`src/rtl/spi_bus_arbiter.sv`:
```
// spi_bus_arbiter
//
// SPI master shared by two on-chip requesters. Each grant runs one 8-bit,
// MSB-first, full-duplex transfer on cs/sclk/mosi/miso and returns the byte
// shifted in from the slave. Round-robin arbitration alternates between the
// requesters whenever both are asking, so neither can starve the other.
//
// Ports
//   clk       system clock, rising edge
//   rst       asynchronous active-high reset
//   req[1:0]  per-requester level request
//   tx_data0  byte sent when requester 0 owns the link
//   tx_data1  byte sent when requester 1 owns the link
//   gnt[1:0]  one-hot owner of the running transfer, 0 when idle
//   done[1:0] one-cycle pulse to the owner when its transfer ends
//   rx_data   byte received by the most recent transfer
//   busy      high from grant until the FSM is back in IDLE
//   cs        slave select, active low
//   sclk      serial clock, idles low
//   mosi      serial data to the slave
//   miso      serial data from the slave
//
// Handshake: req[i] acts as "valid" and stays high until done[i]; gnt[i]
// is the "ready/accept" and marks the point where tx_data_i is captured.
// After gnt the requester may change req and tx_data freely; the transfer
// always runs to completion and done[i] pulses exactly once. A req[i] still
// high after done[i] is treated as a fresh request.

module spi_bus_arbiter #(
    parameter int HALF   = 4,
    parameter int CS_GAP = 2
) (
    input  logic       clk,
    input  logic       rst,
    input  logic [1:0] req,
    input  logic [7:0] tx_data0,
    input  logic [7:0] tx_data1,
    output logic [1:0] gnt,
    output logic [1:0] done,
    output logic [7:0] rx_data,
    output logic       busy,
    output logic       cs,
    output logic       sclk,
    output logic       mosi,
    input  logic       miso
);

    localparam int HW = (HALF > 1) ? $clog2(HALF) : 1;
    localparam int GW = (CS_GAP > 1) ? $clog2(CS_GAP) : 1;
    localparam logic [HW-1:0] H_LAST = HW'(HALF - 1);
    localparam logic [GW-1:0] G_LAST = GW'(CS_GAP - 1);

    typedef enum logic [1:0] {
        IDLE  = 2'd0,
        SETUP = 2'd1,
        SHIFT = 2'd2,
        GAP   = 2'd3
    } state_t;

    state_t        state, state_nxt;
    logic [HW-1:0] hcnt, hcnt_nxt;
    logic [GW-1:0] gcnt, gcnt_nxt;
    logic [2:0]    bcnt, bcnt_nxt;
    logic [7:0]    shreg, shreg_nxt;
    logic          last, last_nxt;
    logic [1:0]    gnt_nxt;
    logic [1:0]    done_nxt;
    logic [7:0]    rx_nxt;
    logic          busy_nxt;
    logic          cs_nxt;
    logic          sclk_nxt;
    logic          mosi_nxt;
    logic          pick;

    // The registered sclk doubles as the bit phase flag: high phase ends in
    // a fall (next mosi bit), low phase ends in a rise (sample) or in GAP
    // once the eighth bit's low phase has elapsed.
    always_comb begin
        state_nxt = state;
        hcnt_nxt  = hcnt;
        gcnt_nxt  = gcnt;
        bcnt_nxt  = bcnt;
        shreg_nxt = shreg;
        last_nxt  = last;
        gnt_nxt   = gnt;
        done_nxt  = 2'b00;
        rx_nxt    = rx_data;
        busy_nxt  = busy;
        cs_nxt    = cs;
        sclk_nxt  = sclk;
        mosi_nxt  = mosi;
        // Prefer the requester that did not win last time; fall back to the
        // previous winner when it is the only one asking.
        pick      = req[~last] ? ~last : last;

        case (state)
            IDLE: begin
                if (|req) begin
                    gnt_nxt   = pick ? 2'b10 : 2'b01;
                    shreg_nxt = pick ? tx_data1 : tx_data0;
                    mosi_nxt  = shreg_nxt[7];
                    cs_nxt    = 1'b0;
                    busy_nxt  = 1'b1;
                    hcnt_nxt  = '0;
                    bcnt_nxt  = 3'd0;
                    state_nxt = SETUP;
                end
            end
            SETUP: begin
                if (hcnt == H_LAST) begin
                    hcnt_nxt  = '0;
                    sclk_nxt  = 1'b1;
                    shreg_nxt = {shreg[6:0], miso};
                    state_nxt = SHIFT;
                end else begin
                    hcnt_nxt = hcnt + 1'b1;
                end
            end
            SHIFT: begin
                if (hcnt != H_LAST) begin
                    hcnt_nxt = hcnt + 1'b1;
                end else begin
                    hcnt_nxt = '0;
                    if (sclk) begin
                        sclk_nxt = 1'b0;
                        mosi_nxt = shreg[7];
                    end else if (bcnt == 3'd7) begin
                        state_nxt = GAP;
                        cs_nxt    = 1'b1;
                        sclk_nxt  = 1'b0;
                        mosi_nxt  = 1'b0;
                        rx_nxt    = shreg;
                        done_nxt  = gnt;
                        gnt_nxt   = 2'b00;
                        last_nxt  = gnt[1];
                        gcnt_nxt  = '0;
                    end else begin
                        bcnt_nxt  = bcnt + 3'd1;
                        sclk_nxt  = 1'b1;
                        shreg_nxt = {shreg[6:0], miso};
                    end
                end
            end
            GAP: begin
                if (gcnt == G_LAST) begin
                    gcnt_nxt  = '0;
                    busy_nxt  = 1'b0;
                    state_nxt = IDLE;
                end else begin
                    gcnt_nxt = gcnt + 1'b1;
                end
            end
            default: state_nxt = IDLE;
        endcase
    end

    always_ff @(posedge clk or posedge rst) begin
        if (rst) begin
            state   <= IDLE;
            hcnt    <= '0;
            gcnt    <= '0;
            bcnt    <= 3'd0;
            shreg   <= 8'h00;
            last    <= 1'b1;
            gnt     <= 2'b00;
            done    <= 2'b00;
            rx_data <= 8'h00;
            busy    <= 1'b0;
            cs      <= 1'b1;
            sclk    <= 1'b0;
            mosi    <= 1'b0;
        end else begin
            state   <= state_nxt;
            hcnt    <= hcnt_nxt;
            gcnt    <= gcnt_nxt;
            bcnt    <= bcnt_nxt;
            shreg   <= shreg_nxt;
            last    <= last_nxt;
            gnt     <= gnt_nxt;
            done    <= done_nxt;
            rx_data <= rx_nxt;
            busy    <= busy_nxt;
            cs      <= cs_nxt;
            sclk    <= sclk_nxt;
            mosi    <= mosi_nxt;
        end
    end

endmodule

```
`config.mk`:
```
export PLATFORM = sky130hd
export DESIGN_NAME = spi_bus_arbiter
export DESIGN_NICKNAME = d
export VERILOG_FILES = /design/src/rtl/spi_bus_arbiter.sv
export SDC_FILE = /design/constraint.sdc
export NUM_CORES = 1
export LEC_CHECK = 0
export CORE_UTILIZATION = 46
export DETAILED_ROUTE_END_ITERATION = 8
export GPL_ROUTABILITY_DRIVEN = 0
export GPL_TIMING_DRIVEN = 0
export PLACE_DENSITY_LB_ADDON = 0.12
export REMOVE_ABC_BUFFERS = 1
export SYNTH_ARGS = -nofsm -noshare
export SYNTH_HDL_FRONTEND = slang
export SYNTH_SLANG_ARGS = --single-unit
```
`constraint.sdc`:
```
create_clock -name clk -period 2 [get_ports clk]
set_input_delay 0.4 -clock clk [delete_from_list [all_inputs] [get_ports clk]]
set_output_delay 0.4 -clock clk [all_outputs]
set_load 0.02 [all_outputs]
```
-- Yosys cells after proc, flatten, opt, wreduce, memory -nomap -nowiden
Cells that the tools add are included.
- bits in registers: 33
- logic and storage cells: 109
- add/sub/neg operators: 3
- order comparisons: 1
- equal/unequal tests: 14
- muxes and demuxes: 58
- bitwise gates (word level): 3
- reductions and logical operators: 17
- operators by type and width (kind ; count):
    8-bit 2-to-1 mux ; 6
    2-bit 2-to-1 mux ; 18
    8-bit one-hot mux with 3 select lines ; 1
    1-bit 2-to-1 mux ; 20
    2-bit != test, second input constant ; 8
    3-bit 2-to-1 mux ; 4
    4-bit AND reduction ; 3
    6-bit AND reduction ; 2
    1-bit one-hot mux with 2 select lines ; 5
    5-bit AND reduction ; 2
    2-bit one-hot mux with 4 select lines ; 1
    2-bit nonzero test ; 4
    2-bit == test, second input constant ; 3
    2-bit one-hot mux with 3 select lines ; 1
    3-bit one-hot mux with 2 select lines ; 1
    3-bit AND reduction ; 2
    2-bit one-hot mux with 2 select lines ; 1
    3-bit by 1-bit adder with 3-bit output, second input constant ; 1
    3-bit == test, second input constant ; 1
    3-bit != test, second input constant ; 1
    1-bit inverter ; 3
    3-bit nonzero test ; 1
    2-bit by 1-bit adder with 2-bit output, second input constant ; 1
    2-bit by 1-bit == test with 1-bit output, second input constant ; 1
    5 further kinds ; 5

-- Longest topological paths before layout
Gate-level depths: netlist of run 1.
- depth in word-level cells: 7
- gate-level depth with buffers: 7
- depth with buffers taken out: 6

-- Least setup slack after synthesis of run 1
No wires, ideal clock.
- path kind: register to register
- start: register bcnt[0]
- end: register shreg[0]
- setup time: 125 ps
- data arrival time: 1841 ps
- required time: 1875 ps
- setup slack: 34 ps
- cell stages (with the launch flop): 8
- path buffers: 1
- clock period less this slack: 1966 ps
- cells stage by stage: dfrtp_1 > ha_1 > ha_1 > or3b_1 > a21oi_1 > and3_1 > buf_6 > mux2_2
- cells in the longest elaborated chain, start to end: 3
- ends and longest elaborated chain (item ; RTL line ; source):
    start: declaration ; 63 ; logic [2:0] bcnt, bcnt_nxt;
    start signal: assignment ; 176 ; bcnt <= bcnt_nxt;
    3-bit == test ; 127 ; end else if (bcnt == 3'd7) begin
    2-bit != test (no source line) ; - ;
    6-bit AND reduction (no source line) ; - ;
    end signal: assignment ; 177 ; shreg <= shreg_nxt;
    end: declaration ; 64 ; logic [7:0] shreg, shreg_nxt;
No other way between the ends.
A chain may end at the register's enable or synchronous reset.

-- Worst setup path after layout of run 1
- start: register bcnt[1]
- end: register shreg[2]
Same word-level chain as after synthesis.

==> key figures, run 1 <==
Min path
  • Hold/Removal Path Class: in2async

GRT
  • Initial antenna violation count: 0
  • Total Routing Usage GR: 21.9%
  • Vias in the first global route: 1,422
  • Largest net degree at the start of global routing: 34
  • Total grt overflow: 0
  • First-pass GRT wire length: 6770 microns

STA
  • Clock skew: 4.29 ps
  • Unrepaired setup endpoints after global routing: true
  • Final worst slack: -5.07 ps
  • FMAX: 0.499 GHz
  • Final setup violating endpoints: 3
  • Fin crit period: 2010 ps
  • Period utilization: 100%
  • Final Hold Fails: 0
  • Slew HR: 55.4%
  • Least-Margin Pin Slew: between 600 and 700 ps
  • Slew Limit Fails: 0
  • Final hold slack: 402 ps
  • Sum Neg Setup Slack: -14.9 ps

Synthesis
  • Register area share after synthesis: between 40 and 50%
  • Synth Register Bits: 33
  • Area contributors post-synth: dfrtp_1 (44%), mux2_2 (11%), ha_1 (7.1%)
  • Post-synthesis cell count: 172
  • Syn Std Cell Area: around 1800 sq um
  • Top FF cell, synth: dfrtp_1
  • Asr flop ratio synth: 100%
  • Number of enable flip-flop cells after synthesis: 0
  • Yosys top cell area share: roughly 44%
  • Yosys warning count: 0
  • Synth unique cells: 37
  • Cell taking the most area after synthesis: dfrtp_1
  • Mean post-synth cell area: 10.3 sq um

Detailed routing
  • Initial DRC Count: between 80 and 90
  • First-pass iteration count of the detailed router: 4
  • WL per Instance: 15.2 microns
  • Vias per cell: between 5 and 6
  • Antenna Nets Post-Route: 0
  • Drt drc: 0
  • Vias: 1,471
  • Final WL: a little over 4000 microns

Floorplan
  • Starting Density: 48.2%
  • FP Rows: 22
  • Die footprint: 4090 sq um
  • Chip width: 64.0 microns
  • Die height: approximately 64 microns
  • Ports: 37
  • Core Region: 3660 sq um

Clock network
  • CTS root buffer: clkbuf_8
  • Worst-Skew Late Latency: 290 ps
  • CTS tree: done
  • Clock input transition at the sequential cells of the worst setup and hold paths: around 70 ps
  • Clock Sinks: 33
  • H-tree levels: 2
  • TritonCTS Buffers: 5
  • Longest Clk Path Bufs: 2

Placement
  • Area post-placement: 2150 sq um
  • Count of input and output buffers: 36
  • Final HPWL DP: about 2800 microns

Cells and area
  • Post-synthesis to final-layout area growth: 35.9%
  • Nets: 247
  • Antenna Cells: 0
  • Fraction of layout cells with a size suffix above 1: between 20% and 30%
  • Fin area: 2400 sq um
  • Core Util, Final: approximately two thirds
  • FILL cells: 311

Critical path
  • R2R Path Start: bcnt[1]$_DFFE_PP0P_
  • R2R Setup Slk: -5 ps
  • Critical Setup Path Class: reg2reg
  • Capture point of the worst reg-to-reg path: shreg[2]$_DFFE_PP0P_
  • Crit path required time: 2170 ps
  • R2R cell count: 6
  • Crit path launch type: register
  • CP arrival: 2180 ps
  • CP Capture Type: register
  • Critical path origin: bcnt[1]$_DFFE_PP0P_
  • Crit Path Max Fanout: 8

Run status
  • Run status: finished with violations
  • Failing checks: setup timing

Power
  • Power per cell area: 1400 nW/um^2
  • Peak supply drop: 0.000736 V
  • P_leak: 0.00106 uW
  • PnR Total Power: 3360 uW

Job
  • Max cap viols: 0
## report_power, final
| group | internal (uW) | switching, uW | leakage, uW |
|---|---|---|---|
| clock network | 240 | 250 | 0.0000439 |
| logic | 939 | 876 | 0.000612 |
| registers | 887 | 165 | 0.000403 |
## Yosys cell counts, types with 2 or more instances
| cell type | n |
|---|---|
| nand2_1 | 11 |
| ha_1 | 10 |
| and3b_1 | 2 |
| a21oi_1 | 6 |
| nand3_1 | 11 |
| dfstp_2 | 2 |
| o21ai_0 | 12 |
| o32a_1 | 2 |
| a22o_1 | 2 |
| inv_1 | 7 |
| clkbuf_1 | 4 |
| a31oi_1 | 8 |
| a21o_1 | 2 |
| mux2_2 | 17 |
| or3b_1 | 2 |
| nand2b_1 | 8 |
| mux2i_1 | 2 |
| dfrtp_1 | 31 |
| and3_1 | 3 |
| nor2b_1 | 2 |
| nor2_1 | 12 |
## worst max-delay path by stage
| stage | to | slack, ps | cells past startpoint |
|---|---|---|---|
| CTS | shreg[0]$_DFFE_PP0P_ | -20 | 6 |
| global placement | shreg[2]$_DFFE_PP0P_ | -260 | 6 |
| global route | shreg[2]$_DFFE_PP0P_ | -50 | 6 |
| floorplan | shreg[0]$_DFFE_PP0P_ | -30 | 6 |
| detailed placement | gnt[0]$_DFFE_PP0P_ | -290 | 5 |
| finish | shreg[2]$_DFFE_PP0P_ | -5 | 6 |
## routing by layer
| metal | up-vias | global-route usage, % | wire [microns] |
|---|---|---|---|
| met4 | 0 | 7.39 | 49 |
| met3 | 7 | 6.25 | 200 |
| met2 | 43 | 34.6 | 1940 |
| li1 | 702 | - | - |
| met5 | - | 0 | 0 |
| met1 | 719 | 28.6 | 1840 |
## placed cells by master, fill, tap and decap left out, types with 3 or more instances in the layout
cell type,Yosys,final
clkdlybuf4s50_1,0,36
dfrtp_1,31,29
o21ai_0,12,12
nor2_1,12,12
nand3_1,11,11
nand2_1,11,11
mux2_2,17,9
nand2b_1,8,8
a31oi_1,8,8
mux2_4,0,8
buf_4,0,8
a21oi_1,6,5
ha_1,10,5
clkbuf_8,0,5
inv_1,7,4
ha_2,0,3
## logic make-up after synthesis
group | after synthesis | share of synthesized area [%]
multiplexers | 19 | 12.0
adder cells (fa/ha/maj) | 10 | 7.09
AND/OR/NAND/NOR | 54 | 15.7
AO/OA/AOI/OAI | 40 | 14.3
flip-flops | 33 | 46.9
buffers and inverters | 16 | 3.97
## state kept, by name, summed over array words and instances (netlist names)
signal,flops
shreg,8
sclk,1
done,2
mosi,1
busy,1
cs,1
bcnt,3
gcnt,1
rx_data,8
gnt,2
state,2
last,1
hcnt,2
## per-stage QoR
step,std cells,setup WS [ps]
6_report,265,-5.07
5_1_grt,265,-46.0
4_1_cts,262,-21.7
3_5_place_dp,248,-291
3_3_place_gp,248,-264
2_1_floorplan,164,-33.8
## what timing repair did
action / CTS / global route
gates resized for setup: 15 / 9
buffers inserted: 6 / 2
endpoints found under the setup margin: 23 / 23
pin swaps: 3 / 4
gates cloned: 0 / 0
hold buffers: 0 / 0
hold endpoints to repair: 0 / 0
## area by class of cell
type	instances	area (sq um)	share of cell area [%]
sequential	33	831	34.6
clock buffer	5	68.8	2.87
inverter	8	33.8	1.41
clock inverter	3	17.5	0.730
tap	48	60.1	2.50
timing repair buffer	45	448	18.7
multi-input combinational	123	941	39.2
## critical path: stages, from the launching register on
cell and delay, ps:
dfrtp_1 410, ha_2 200, ha_4 160, or3b_1 360
a21oi_2 120, and3_4 310, mux2_4 320
No activity file was read; power rests on OpenSTA's default activity.
==> run 2, diff against run 1 <==
--- a/config.mk
+++ b/config.mk
@@ -5,12 +5,13 @@
 export SDC_FILE = /design/constraint.sdc
 export NUM_CORES = 1
 export LEC_CHECK = 0
-export CORE_UTILIZATION = 46
+export CORE_UTILIZATION = 54
 export DETAILED_ROUTE_END_ITERATION = 8
 export GPL_ROUTABILITY_DRIVEN = 0
 export GPL_TIMING_DRIVEN = 0
 export PLACE_DENSITY_LB_ADDON = 0.12
 export REMOVE_ABC_BUFFERS = 1
+export SETUP_SLACK_MARGIN = 0.15
 export SYNTH_ARGS = -nofsm -noshare
 export SYNTH_HDL_FRONTEND = slang
 export SYNTH_SLANG_ARGS = --single-unit
==> constraint.sdc (replaced) <==
create_clock -name clk -period 2.5 [get_ports clk]
set_input_delay 0.5 -clock clk [delete_from_list [all_inputs] [get_ports clk]]
set_output_delay 0.5 -clock clk [all_outputs]
set_load 0.02 [all_outputs]
==> run 2 against run 1 <==
Effect of this change:
- the run now ends clean
- clock power down 42%
- via count down 3.3%
- design area down 7.7%
- combinational power down 36%
- cell count down 4.5%
- routed wire length down 5.4%
- utilization up 6.4 points
- sequential share of layout area up 2.8 points
- register-to-register slack better by 320 ps
- die area down 14%
- sequential power down 21%
- power down 32%
==> key figures, run 2 (same netlist as run 1, synthesis figures left out) <==
STA
  • Final setup violating endpoints: 0 (was 3)
  • Fin crit period: 2190 ps (was 2010 ps)
  • Unrepaired setup endpoints after global routing: false (was true)
  • Slew HR: 56.4% (was 55.4%)
  • Period utilization: 87.6% (was 100%)
  • Least-Margin Pin Slew: 651 ps (was 667 ps)
  • Slew Limit Fails: 0 (unchanged)
  • Clock skew: 11.3 ps (was 4.29 ps)
  • Final Hold Fails: 0 (unchanged)
  • Final worst slack: 310 ps (was -5.07 ps)
  • FMAX: 0.457 GHz (was 0.499 GHz)
  • Sum Neg Setup Slack: 0 ps (was -14.9 ps)

GRT
  • Largest net degree at the start of global routing: 34 (unchanged)
  • First-pass GRT wire length: 6450 microns (was 6770 microns)
  • Total grt overflow: 0 (unchanged)
  • Total Routing Usage GR: 24.9% (was 21.9%)
  • Initial antenna violation count: 0 (unchanged)
  • Vias in the first global route: 1,417 (was 1,422)

Detailed routing
  • Initial DRC Count: 66 (was 83)
  • First-pass iteration count of the detailed router: 4 (unchanged)
  • Drt drc: 0 (unchanged)
  • Vias: 1,422 (was 1,471)
  • WL per Instance: 15.1 microns (was 15.2 microns)
  • Antenna Nets Post-Route: 0 (unchanged)
  • Final WL: 3810 microns (was 4030 microns)
  • Vias per cell: 5.62 (was 5.55)

Placement
  • Final HPWL DP: 2780 microns (was 2760 microns)
  • Pre-CTS setup slack: 163 ps (was -291 ps)
  • Count of input and output buffers: 36 (unchanged)
  • DP Cell Count: 244 (was 248)
  • Area post-placement: 2140 sq um (was 2150 sq um)

Clock network
  • Hold buffers post-CTS: 0 (unchanged)
  • TritonCTS Buffers: 5 (unchanged)
  • H-tree levels: 2 (unchanged)
  • Worst-Skew Late Latency: 330 ps (was 290 ps)
  • Clock input transition at the sequential cells of the worst setup and hold paths: 110 ps (was 70 ps)
  • Post-CTS setup repair buffer count: 0 (was 6)
  • CTS root buffer: clkbuf_4 (was clkbuf_8)
  • Clock Sinks: 33 (unchanged)
  • CTS tree: done (unchanged)
  • Longest Clk Path Bufs: 2 (unchanged)

Min path
  • Hold/Removal Path Class: in2async (unchanged)

Critical path
  • Crit path launch type: register (unchanged)
  • Crit Path Max Fanout: 8 (unchanged)
  • Critical Setup Path Class: reg2reg (unchanged)
  • Crit path required time: 2710 ps (was 2170 ps)
  • CP Capture Type: register (unchanged)
  • CP arrival: 2400 ps (was 2180 ps)

Power
  • PnR Total Power: 2280 uW (was 3360 uW)
  • P_leak: 0.000981 uW (was 0.00106 uW)
  • Power per cell area: 1030 nW/um^2 (was 1400 nW/um^2)
  • Peak supply drop: 0.00119 V (was 0.000736 V)

Cells and area
  • Regs by FF count: rx_data x8, shreg x8, bcnt x3 (unchanged)
  • Fin area: 2220 sq um (was 2400 sq um)
  • Most frequent cells in the layout: clkdlybuf4s50_1 (36), dfrtp_1 (31), mux2_2 (17) (was clkdlybuf4s50_1 (36), dfrtp_1 (29), o21ai_0 (12), nor2_1 (12))
  • Most common cell after layout, fill and taps aside: clkdlybuf4s50_1 (unchanged)
  • Fraction of layout cells with a size suffix above 1: 14.4% (was 23.0%)
  • Antenna Cells: 0 (unchanged)
  • Post-synthesis to final-layout area growth: 25.5% (was 35.9%)
  • Final non-filler cell total: 253 (was 265)
  • Nets: 239 (was 247)

Floorplan
  • Ports: 37 (unchanged)
  • Core Region: 3080 sq um (was 3660 sq um)
  • FP Rows: 20 (was 22)
  • Die height: 59.2 microns (was 64.0 microns)
  • Die footprint: 3500 sq um (was 4090 sq um)
  • Starting Density: 57.4% (was 48.2%)
  • Chip width: 59.2 microns (was 64.0 microns)

Run status
  • Run status: finished clean (was finished with violations)

Job
  • Max cap viols: 0 (unchanged)
[run 2: cell count changes in the layout (fill, tap and decap cells not counted), moves of 4 or more]
cell | previous run | this run
mux2_4 | 8 | 0
mux2_2 | 9 | 17
clkbuf_4 | 0 | 5
buf_4 | 8 | 0
clkbuf_8 | 5 | 0
ha_1 | 5 | 9
[run 2: per-layer routing]
layer | global-route usage (%) | up-vias | share of wire [%]
met5 | 0 | - | 0
met2 | 39.8 | 35 | 49
met1 | 33.8 | 696 | 46
met4 | 9.18 | 0 | 1.3
met3 | 4.59 | 5 | 3.6
li1 | - | 686 | -
[run 2: cell type report]
cell class	count	area [sq um]
clock buffer	6	41.3
sequential	33	828
timing repair buffer	37	380
tap	44	55.1
clock inverter	2	10.0
inverter	8	30.0
fill	257	862
multi-input combinational	123	871
[run 2: per-stage QoR]
step           util (%)  hold slack, ps
2_1_floorplan         -             453
4_1_cts            71.2             513
5_1_grt            72.0             373
3_5_place_dp       69.6             488
6_report           72.0             384
3_3_place_gp       69.6             466
[run 2: worst max-delay path, cell delays in order, from the launching register on]
cell     delay, ps
dfrtp_1        420
ha_1           230
ha_1           210
or3b_1         350
a21oi_1        150
and3_2         340
mux2_2         370
[run 2: repair_timing]
action,in CTS,in global routing
endpoints found under the setup margin,0,19
resized for setup,0,2
endpoints found under the hold margin,0,0
[run 2: path summary, 6_finish.rpt]
path / slack, ps / cells past startpoint / end / startpoint
max in group asynchronous: 1620 / 3 / last$_DFFE_PP1P_ / rst
setup reg to reg: 310 / 6 / shreg[2]$_DFFE_PP0P_ / bcnt[1]$_DFFE_PP0P_
min in group clk: 520 / 1 / rx_data[6]$_DFFE_PP0P_ / rx_data[6]$_DFFE_PP0P_
hold / removal: 380 / 2 / mosi$_DFFE_PP0P_ / rst
setup / recovery: 310 / 6 / shreg[2]$_DFFE_PP0P_ / bcnt[1]$_DFFE_PP0P_
hold reg to reg: 520 / 1 / rx_data[6]$_DFFE_PP0P_ / rx_data[6]$_DFFE_PP0P_
[run 2: report_power, final]
group	internal [uW]	switching [uW]	leakage, uW
sequential	705	124	0.000405
clock	107	177	0.0000320
combinational	547	619	0.000544
==> run 3, diff against run 2 <==
--- a/config.mk
+++ b/config.mk
@@ -5,6 +5,7 @@
 export SDC_FILE = /design/constraint.sdc
 export NUM_CORES = 1
 export LEC_CHECK = 0
+export CORE_MARGIN = 1
 export CORE_UTILIZATION = 54
 export DETAILED_ROUTE_END_ITERATION = 8
 export GPL_ROUTABILITY_DRIVEN = 0
==> results of run 3 <==
Same layout as run 2: the final DEF is identical, and so are final timing and power.
